==> config.mk <==
export PLATFORM = sky130hd
export DESIGN_NAME = chu_spi_acl_core
export DESIGN_NICKNAME = d
export VERILOG_FILES = /design/src/rtl/chu_io_pkg.sv /design/src/rtl/spi_master_engine.sv /design/src/rtl/chu_spi_acl_core.sv
export SDC_FILE = /design/constraint.sdc
export NUM_CORES = 1
export LEC_CHECK = 0
export BUFFER_PORTS_ARGS = -buffer_cell sky130_fd_sc_hd__buf_2
export CELL_PAD_IN_SITES_DETAIL_PLACEMENT = 1
export CELL_PAD_IN_SITES_GLOBAL_PLACEMENT = 1
export CORE_MARGIN = 3
export CORE_UTILIZATION = 39
export CTS_BUF_LIST = sky130_fd_sc_hd__clkbuf_4
export DETAILED_ROUTE_END_ITERATION = 8
export GPL_TIMING_DRIVEN = 0
export PLACE_DENSITY_LB_ADDON = 0.1
export SYNTH_ARGS = -nofsm -noshare
export SYNTH_HDL_FRONTEND = slang
export SYNTH_SLANG_ARGS = --single-unit
==> constraint.sdc <==
create_clock -name clk -period 2.2 [get_ports clk]
set_input_delay 0.44 -clock clk [delete_from_list [all_inputs] [get_ports clk]]
set_output_delay 0.44 -clock clk [all_outputs]
set_load 0.01 [all_outputs]
==> src/rtl/chu_io_pkg.sv <==
// Shared definitions for the FPro MMIO SPI slot: register offsets and engine states.
package chu_io_pkg;

    localparam logic [4:0] SPI_RD_REG   = 5'd0;
    localparam logic [4:0] SPI_SS_REG   = 5'd1;
    localparam logic [4:0] SPI_WR_REG   = 5'd2;
    localparam logic [4:0] SPI_CTRL_REG = 5'd3;

    typedef enum logic [1:0] {
        IDLE     = 2'd0,
        CPHA_DLY = 2'd1,
        P0       = 2'd2,
        P1       = 2'd3
    } spi_state_t;

endpackage

==> src/rtl/spi_master_engine.sv <==
// Single-byte SPI master: MSB first, programmable half-period divisor, CPOL/CPHA modes.
//
//  state    | meaning
//  ---------+----------------------------------------------------------
//  IDLE     | ready, waiting for start; sclk rests at cpol
//  CPHA_DLY | cpha=1 only: half-period lead-in before the first edge
//  P0       | first half of a bit; miso sampled at its end
//  P1       | second half of a bit; next bit shifted out at its end
module spi_master_engine
    import chu_io_pkg::*;
(
    input  logic        clk,
    input  logic        reset_n,
    input  logic [7:0]  din,
    input  logic        start,
    input  logic [15:0] dvsr,
    input  logic        cpol,
    input  logic        cpha,
    input  logic        miso,
    output logic [7:0]  dout,
    output logic        ready,
    output logic        done_tick,
    output logic        sclk,
    output logic        mosi
);

    spi_state_t  r_state, w_state_nxt;
    logic [15:0] r_c, w_c_nxt;
    logic [2:0]  r_n, w_n_nxt;
    logic [7:0]  r_sin, w_sin_nxt;
    logic [7:0]  r_sout, w_sout_nxt;
    logic [7:0]  r_rx, w_rx_nxt;
    logic        r_sclk;
    logic        r_mosi;
    logic        w_done;
    logic        w_c_tc;
    logic        w_pclk;

    assign w_c_tc = (r_c == dvsr);

    // State, counters, shift registers and registered pin drivers
    always_ff @(posedge clk or negedge reset_n) begin
        if (!reset_n) begin
            r_state <= IDLE;
            r_c     <= '0;
            r_n     <= '0;
            r_sin   <= '0;
            r_sout  <= '0;
            r_rx    <= '0;
            r_sclk  <= 1'b0;
            r_mosi  <= 1'b0;
        end else begin
            r_state <= w_state_nxt;
            r_c     <= w_c_nxt;
            r_n     <= w_n_nxt;
            r_sin   <= w_sin_nxt;
            r_sout  <= w_sout_nxt;
            r_rx    <= w_rx_nxt;
            r_sclk  <= w_pclk ^ cpol;
            // Registered from the next shift value so mosi is valid as soon as the bit phase starts
            r_mosi  <= w_sout_nxt[7];
        end
    end

    // Next-state logic: each phase lasts dvsr+1 clocks
    always_comb begin
        w_state_nxt = r_state;
        w_c_nxt     = r_c;
        w_n_nxt     = r_n;
        w_sin_nxt   = r_sin;
        w_sout_nxt  = r_sout;
        w_rx_nxt    = r_rx;
        w_done      = 1'b0;
        unique case (r_state)
            IDLE: begin
                if (start) begin
                    w_sout_nxt  = din;
                    w_c_nxt     = '0;
                    w_n_nxt     = '0;
                    w_state_nxt = cpha ? CPHA_DLY : P0;
                end
            end
            CPHA_DLY: begin
                if (w_c_tc) begin
                    w_c_nxt     = '0;
                    w_state_nxt = P0;
                end else begin
                    w_c_nxt = r_c + 16'd1;
                end
            end
            P0: begin
                if (w_c_tc) begin
                    w_sin_nxt   = {r_sin[6:0], miso};
                    w_c_nxt     = '0;
                    w_state_nxt = P1;
                end else begin
                    w_c_nxt = r_c + 16'd1;
                end
            end
            P1: begin
                if (w_c_tc) begin
                    w_c_nxt = '0;
                    if (r_n == 3'd7) begin
                        w_state_nxt = IDLE;
                        w_rx_nxt    = r_sin;
                        w_done      = 1'b1;
                    end else begin
                        w_n_nxt     = r_n + 3'd1;
                        w_sout_nxt  = {r_sout[6:0], 1'b0};
                        w_state_nxt = P0;
                    end
                end else begin
                    w_c_nxt = r_c + 16'd1;
                end
            end
            default: w_state_nxt = IDLE;
        endcase
    end

    assign w_pclk    = ((w_state_nxt == P1) && !cpha) || ((w_state_nxt == P0) && cpha);
    assign ready     = (r_state == IDLE);
    assign done_tick = w_done;
    assign dout      = r_rx;
    assign sclk      = r_sclk;
    assign mosi      = r_mosi;

endmodule

==> src/rtl/chu_spi_acl_core.sv <==
// FPro MMIO slot wrapper for the accelerometer SPI master: slot registers and read mux.
module chu_spi_acl_core
    import chu_io_pkg::*;
#(
    parameter int S        = 1,
    parameter int DVSR_RST = 49
) (
    input  logic         clk,
    input  logic         reset_n,
    input  logic         cs,
    input  logic         read,
    input  logic         write,
    input  logic [4:0]   addr,
    input  logic [31:0]  wr_data,
    output logic [31:0]  rd_data,
    output logic         spi_sclk,
    output logic         spi_mosi,
    input  logic         spi_miso,
    output logic [S-1:0] spi_ss_n
);

    logic [S-1:0] r_ss_n;
    logic [15:0]  r_dvsr;
    logic         r_cpol;
    logic         r_cpha;
    logic         w_wr_en;
    logic         w_start;
    logic         w_ready;
    logic         w_done_tick;
    logic [7:0]   w_rx;

    assign w_wr_en = cs && write;
    // A start while busy is dropped rather than queued
    assign w_start = w_wr_en && (addr == SPI_WR_REG) && w_ready;

    // Slave-select and control registers; config writes apply immediately
    always_ff @(posedge clk or negedge reset_n) begin
        if (!reset_n) begin
            r_ss_n <= '1;
            r_dvsr <= 16'(DVSR_RST);
            r_cpol <= 1'b0;
            r_cpha <= 1'b0;
        end else if (w_wr_en) begin
            if (addr == SPI_SS_REG) begin
                r_ss_n <= wr_data[S-1:0];
            end
            if (addr == SPI_CTRL_REG) begin
                r_dvsr <= wr_data[15:0];
                r_cpol <= wr_data[16];
                r_cpha <= wr_data[17];
            end
        end
    end

    spi_master_engine u_engine (
        .clk       (clk),
        .reset_n   (reset_n),
        .din       (wr_data[7:0]),
        .start     (w_start),
        .dvsr      (r_dvsr),
        .cpol      (r_cpol),
        .cpha      (r_cpha),
        .miso      (spi_miso),
        .dout      (w_rx),
        .ready     (w_ready),
        .done_tick (w_done_tick),
        .sclk      (spi_sclk),
        .mosi      (spi_mosi)
    );

    // Combinational read mux; only the status/data word is readable
    always_comb begin
        rd_data = '0;
        if (cs && read && (addr == SPI_RD_REG)) begin
            rd_data = {23'b0, w_ready, w_rx};
        end
    end

    assign spi_ss_n = r_ss_n;

endmodule
; ---- Word level (Yosys, flattened, before mapping)
; Cells that the tools add are included.
; Widths: inputs -> output; s select.
[classes]
n_addsub = 2
mul = 0
div = 0
order_cmp = 0
eq_ne = 13
shifts = 0
muxes = 19
bitwise = 1
reduce_logical = 18
[op_table]
columns = operator, count
row1 = $mux 16, 2
row2 = $pmux 16 s2, 1
row3 = $mux 8, 3
row4 = $add 16x1->16 const B, 1
row5 = $eq 16x16->1, 1
row6 = $pmux 8 s2, 1
row7 = $mux 2, 6
row8 = $eq 5x2->1 const B, 2
row9 = $mux 3, 3
row10 = $mux 9, 1
row11 = $eq 2x2->1 const B, 4
row12 = $pmux 2 s4, 1
row13 = $logic_and 1x1->1, 7
row14 = $pmux 3 s2, 1
row15 = $reduce_and 2->1, 3
row16 = $eq 5x1->1 const B, 1
row17 = $logic_not 5->1, 1
row18 = $ne 2x1->1 const B, 2
row19 = $reduce_and 4->1, 1
row20 = $add 3x1->3 const B, 1
row21 = $eq 3x3->1 const B, 1
row22 = $reduce_and 3->1, 1
row23 = $reduce_or 3->1, 1
row24 = $eq 2x1->1 const B, 1
row25 = 6 further kinds, 6
[totals]
regBits = 65
latchBits = 0
ramBits = 0
rom_bits = 0
input_bits = 43
output_inout_bits = 35
elab_cells = 65
n_memories = 0

; ---- Depth between registers and ports, before layout
; Gate-level depths: netlist (run 1).
[logic_depth]
ltp_word = 9
mapped_depth = 9
ltp_nobuf = 7

; ---- Modules after synthesis
; From an unflattened synthesis (run 1), not the netlist that was laid out.
[unflattened]
cells_unflattened = 308
hier_area_um2 = 3433.3
[by_module_without_submodules]
columns = mod, instances, cells_per_inst, area_each_um2, seq_area_each_um2
row1 = spi_master_engine, 1, 227, 2357.3, 1151.1
row2 = chu_spi_acl_core, 1, 81, 1076.0, 480.5

; ---- Worst setup path before layout (run 1)
; OpenSTA, ideal clock, no wires.
[synth_timing]
path_kind = reg-to-reg
startpoint = register r_dvsr[0]
endpoint = register u_engine.r_rx[0], in the netlist u_engine.dout[0]
setup_ps = 128
arrival_time_ps = 1926
required_time_ps = 2072
slack_ps = 146
path_stages_with_launch = 7
n_path_buf = 1
synth_period_minus_slack_ps = 2054
cell_sequence = dfstp_2 -> xnor2_1 -> nand4_1 -> nor4_4 -> and4_1 -> buf_4 -> mux2_1
[synth_via]
elab_chain_cells = 2
[synth_rtl]
columns = item, line_no
row1 = start: declaration, chu_spi_acl_core.sv:23  ; logic [15:0] r_dvsr;
row2 = start signal: assignment, chu_spi_acl_core.sv:40  ; r_dvsr <= 16'(DVSR_RST);
row3 = start signal: assignment, chu_spi_acl_core.sv:48  ; r_dvsr <= wr_data[15:0];
row4 = $eq 16x16->1, spi_master_engine.sv:39  ; assign w_c_tc = (r_c == dvsr);
row5 = $reduce_and 3->1 (no source line), --
row6 = end signal: assignment, spi_master_engine.sv:58  ; r_rx <= w_rx_nxt;
row7 = end: declaration, spi_master_engine.sv:32  ; logic [7:0] r_rx, w_rx_nxt;
; No other way between the ends.
; A chain may end at the register's enable or synchronous reset.

; ---- Final worst setup path (run 1)
[layout_timing]
startpoint = register r_dvsr[5]
endpoint = register u_engine.r_rx[2], in the netlist u_engine.dout[2]
; The elaborated chain is that of the path after synthesis.

==> results.toml, run 1 <==
[sta]
worst_slew_pin_slew_ns = 0.829
max_freq_ghz = 0.473
timing.final.ws_setup_ns = 0.0852
fin_setup_tns_ns = 0
fin_skew_ns = 0.0145
rsz0062_at_grt = "yes"
setup_viol = 0
slew_headroom_pct = 44.7
finalMaxSlewViolations = 0
min_period_ns = 2.11
fin_crit_sh_pct = 96.1
timing.final.hold_violations = 0
hold_slack_ns = 0.109

[power_and_ir_drop]
totalPowerFinal_uw = 2310
p_leak_uw = 0.00196
cellPowerDensity_nw_per_um2 = 581
vdd_drop_max_uv = 313

[yosys]
synthDistinctLibCells = 42
synth-edff-count = 0
synth_area_um2 = 3320
yosysTopAreaCellShare_pct = 45.9
yosys-top-cells-area = "dfrtp_1 46%, mux2_2 9.1%, buf_4 5.9%"
synth_top_area_cell = "dfrtp_1"
synthTopCellsByCount = "61 x dfrtp_1, 27 x mux2_2, 26 x buf_4, 26 x nand2_1, 24 x o21ai_0"
syn_inst = 299
async_reset_ff_share_pct = 100
synth_seq_cells = 65
syn_avg_cell_area_um2 = 11.1
synth-seq-area-share_pct = 49.1
yosys_warnings = 0
ys.flop_type = "dfrtp_1"
synth_most_common_cell = "dfrtp_1"

[worst_setup_path]
crit_arrival_ns = 2.41
r2r_cells = 7
critPathCaptureType = "register"
rrSetupSlack_ns = 0.09
required_ns = 2.50
crit_fanout = 9
start_kind = "register"
reg2reg_from = "r_dvsr[5]"
crit_type = "reg -> reg"
r2r-end = "u_engine.dout[2]"

[floorplan]
die_x_um = 98.3
die-height_um = 98.3
row_count = 33
num_io_pins = 78
initial_core_util_pct = 40.3
core_um2 = 8260
die_area_um2 = 9670

[placed_design]
place.detailed.hpwl_mm = 5.30
post-place-ws_ns = -0.645
routabilityCongestion = 0.735
port_buffers = 40

[clock_network]
cts_buffers = 9
root_buffer = "clkbuf_4"
clk_latency_ns = 0.41
cts_tree = "done"
htree_levels = 3
clk_pin_slew_worst_paths_ns = 0.12
clock_path_buffers = 2
cts.sinks = 65

[route]
wire_per_inst_um = 15.0
drt_iter0_drc = 39
first_pass_iters = 4
post-route-drc-count = 0
wl_mm = 7.28
viasPerCell = 4.95
ant_nets = 0
num_vias = 2413

[run]
drv_cap = 0

[run_status]
status = "completed"

[cells_and_area]
drive_gt1_share_pct = 34.0
antenna_cells = 0
syn_to_final_growth_pct = 19.5
fin_nets = 424

[global_route]
grtUsageTotal_pct = 16.3
grt_pass1_vias = 2577
grt_max_degree = 66
grt_pass1_wl_mm = 12.6
antenna_found_initial = 0
overflow = 0

[hold_path]
hold_path_class = "in -> async"
kinds of logic (layout without fill, tap and decap cells):
| kind of cell | count (synthesis) | after routing | synth area share (%) |
|---|---|---|---|
| AOI/OAI and AO/OA | 40 | 40 | 6.96 |
| adders and majority gates | 3 | 3 | 1.13 |
| xor gates and xnor gates | 22 | 22 | 5.80 |
| DFF | 65 | 65 | 49.1 |
| and+or+nand+nor | 86 | 86 | 14.8 |
| buffers and inverters | 39 | 100 | 7.83 |
| muxes | 43 | 43 | 14.3 |
| other | 1 | 23 | 0.113 |
metal layers:
metal | up-vias | wire length, um | share of wire (%) | global-route usage, %
li1 | 1156 | - | - | -
met1 | 1202 | 3420 | 47 | 21.1
met2 | 45 | 3460 | 47 | 26.1
met3 | 10 | 277 | 3.8 | 4.00
met4 | 0 | 135 | 1.9 | 6.62
met5 | - | 0 | 0 | 0
report_power, final:
group          switching [uW]  internal (uW)  total (uW)  leakage, uW
logic                    91.4            115         207      0.00107
clock network             471            343         814    0.0000642
registers                36.6           1250        1290     0.000821
total                     599           1710        2310      0.00196
placed cells by master (no fill, tap or decap), drive strengths merged, types with 4 or more instances in the layout:
| cell type | count |
|---|---|
| nand2 | 26 |
| dfstp | 4 |
| xor2 | 4 |
| nand3 | 10 |
| nor2 | 5 |
| mux2i | 8 |
| dfrtp | 61 |
| inv | 4 |
| xnor2 | 18 |
| o21ai | 25 |
| a21oi | 5 |
| mux2 | 35 |
| nand4 | 7 |
| conb | 23 |
| and2 | 10 |
| clkbuf | 15 |
| buf | 75 |
| a21o | 4 |
| and3 | 5 |
cell type report:
cell class / count / area [um2]
clock inverters: 6 / 70.1
flip-flops and latches: 65 / 1630
fillers: 964 / 4290
inverters: 4 / 15.0
clock buffers: 9 / 67.6
multi-input cells: 217 / 1550
well taps: 105 / 131
repair buffers: 46 / 248
plain buffers: 35 / 254
flip-flops by register name (all words and copies together) (netlist names):
register          flops
u_engine.sclk         1
u_engine.r_sout       7
u_engine.r_sin        8
u_engine.r_c         16
u_engine.mosi         1
r_cpol                1
spi_ss_n              1
u_engine.r_state      2
u_engine.r_n          3
u_engine.dout         8
r_dvsr               16
r_cpha                1
what timing repair did:
action | 4_1_cts | 5_1_grt
resized for setup | 5 | 8
hold buffers | 0 | 0
setup buffers | 6 | 0
pin swaps | 3 | 3
endpoints found under the setup margin | 42 | 40
worst max-delay path, cell delays in order (launching register included):
cell and delay, ns:
dfstp_2 0.56, xnor2_1 0.11, nand4_1 0.16, nor4_4 0.29, buf_4 0.18, and4_1 0.21
buf_6 0.16, mux2_1 0.33
per-stage QoR:
stage	std cells	utilization, %	instance area [um2]
final	487	48.1	3970
after global routing	487	48.1	3970
after CTS	487	47.9	3950
after detailed placement	466	45.3	3740
after global placement	466	45.3	3740
after floorplan	321	-	3410
worst max-delay path by stage:
stage                     from                to  cells past startpoint
4_1_cts        u_engine.r_c[7]  u_engine.dout[2]                      8
2_1_floorplan        r_dvsr[0]  u_engine.dout[0]                      6
6_report             r_dvsr[5]  u_engine.dout[2]                      7
5_1_grt              r_dvsr[0]  u_engine.dout[4]                      7
3_3_place_gp           addr[4]        rd_data[8]                      5
3_5_place_dp           addr[4]        rd_data[8]                      5
Power figures use the tool's default switching activity.
==> inputs of run 2 (changes only) <==
- CTS_BUF_LIST: sky130_fd_sc_hd__clkbuf_4 -> sky130_fd_sc_hd__clkbuf_2 sky130_fd_sc_hd__clkbuf_4 sky130_fd_sc_hd__clkbuf_8
==> run 2 against run 1 <==
  * Hold slack improved by 0.085 ns
  * Design area rose by 2.2%
  * Critical path type unchanged
  * Worst setup slack got worse by 0.014 ns
  * Power rose by 8.9%
==> results.toml, run 2 (synthesized netlist as in run 1, its figures left out) <==
[sta]
fin_crit_sh_pct = 96.8
slew_headroom_pct = 44.6
timing.final.ws_setup_ns = 0.0708
rsz0062_at_grt = "yes"
fin_skew_ns = 0.00748
worst_slew_pin_slew_ns = 0.830
min_period_ns = 2.13
setup_viol = 0
timing.final.hold_violations = 0
finalMaxSlewViolations = 0
max_freq_ghz = 0.470

[clock_network]
root_buffer = "clkbuf_8"
cts_buffers = 9
clock_path_buffers = 2
clk_latency_ns = 0.34
clk_pin_slew_worst_paths_ns = 0.08
cts.sinks = 65
htree_levels = 3
cts_hold_buffers = 0
cts_tree = "done"

[cells_and_area]
seqCellArea_um2 = 1640
fillers = 957
top_regs = "r_dvsr: 16 flops, u_engine.r_c: 16 flops"
syn_to_final_growth_pct = 22.1
fin_cells = 489
final_cell_mix = "58 x dfrtp_1, 40 x buf_2, 34 x buf_4"
multi_input_area_um2 = 1560
layout_commonest_cell = "dfrtp_1"
antenna_cells = 0
drive_gt1_share_pct = 35.4
fin_nets = 426
fin_util_pct = 49.2

[route]
num_vias = 2449
wl_mm = 7.42
m1WireLength_mm = 3.38
drt_iter0_drc = 51
ant_nets = 0
dr_wl_met3_um = 280
wl_met2_mm = 3.61
first_pass_iters = 4
post-route-drc-count = 0
viasPerCell = 5.01
wire_per_inst_um = 15.2
top_layer_used = "met4"

[global_route]
grt_pass1_vias = 2599
antenna_found_initial = 0
grtUsageTotal_pct = 16.6
grt_pass1_wl_mm = 12.8
overflow = 0
grt_max_degree = 66

[placed_design]
port_buffers = 40
post-place-ws_ns = -0.645
place.detailed.hpwl_mm = 5.30
routabilityCongestion = 0.735
place_inst = 466

[floorplan]
num_io_pins = 78
row_count = 33
initial_core_util_pct = 40.3
die-height_um = 98.3
die_x_um = 98.3
core_um2 = 8260
die_area_um2 = 9670

[run]
drv_cap = 0

[run_status]
status = "completed"

[worst_setup_path]
crit_fanout = 7
crit_arrival_ns = 2.36
required_ns = 2.43
start_kind = "register"
critPathCaptureType = "register"
crit_type = "reg -> reg"

[power_and_ir_drop]
cellPowerDensity_nw_per_um2 = 619
totalPowerFinal_uw = 2510
p_leak_uw = 0.00200
vdd_drop_max_uv = 344

[hold_path]
hold_path_class = "in -> async"
[run 2: layout make-up]
class | instances | area share [%]
sequential | 65 | 40.3
multi-input combinational | 217 | 38.5
timing repair buffer | 49 | 6.75
buffer | 34 | 6.07
tap | 105 | 3.24
clock buffer | 9 | 3.05
clock inverter | 6 | 1.73
inverter | 4 | 0.370
[run 2: metal layers]
layer	track usage (%)	up-vias
li1	-	1159
met4	7.04	0
met3	3.07	12
met2	27.6	45
met1	21.3	1233
met5	0	-
[run 2: per-stage QoR]
| step | TNS (ns) | hold slack (ns) | area (um2) |
|---|---|---|---|
| final | 0 | 0.194 | 4060 |
| after global placement | -9.48 | 0.449 | 3740 |
| after floorplan | 0 | 0.144 | 3410 |
| after global routing | -0.0197 | 0.250 | 4060 |
| after detailed placement | -12.48 | 0.463 | 3740 |
| after CTS | 0 | 0.217 | 4010 |
[run 2: worst max-delay path: stages (launching register included)]
cell and delay [ns]:
dfstp_2 0.56, xnor2_2 0.12, nand4_1 0.15, nor4_4 0.31
buf_6 0.16, and4_4 0.25, buf_4 0.15, mux2_1 0.32
[run 2: repair_timing]
| item | CTS | global route |
|---|---|---|
| cloned | 1 | 0 |
| setup endpoints to repair | 41 | 39 |
| buffers inserted | 6 | 2 |
| pin swaps | 3 | 4 |
| gates resized for setup | 7 | 12 |
[run 2: path summary, 6_finish.rpt]
path / from / endpoint / slack (ns) / depth (start not counted)
max: r_dvsr[0] / u_engine.dout[3] / 0.07 / 7
min: reset_n / u_engine.dout[6] / 0.19 / 1
max reg2reg: r_dvsr[0] / u_engine.dout[3] / 0.07 / 7
min reg2reg: r_cpol / u_engine.sclk / 0.47 / 1
max in group asynchronous: reset_n / u_engine.r_c[13] / 1.42 / 1
min in group clk: wr_data[14] / r_dvsr[14] / 0.32 / 2
[run 2: where the power goes]
group | switching, uW | internal (uW) | total, uW
Combinational | 91.7 | 117 | 208
Clock | 497 | 520 | 1020
Sequential | 37.5 | 1250 | 1290
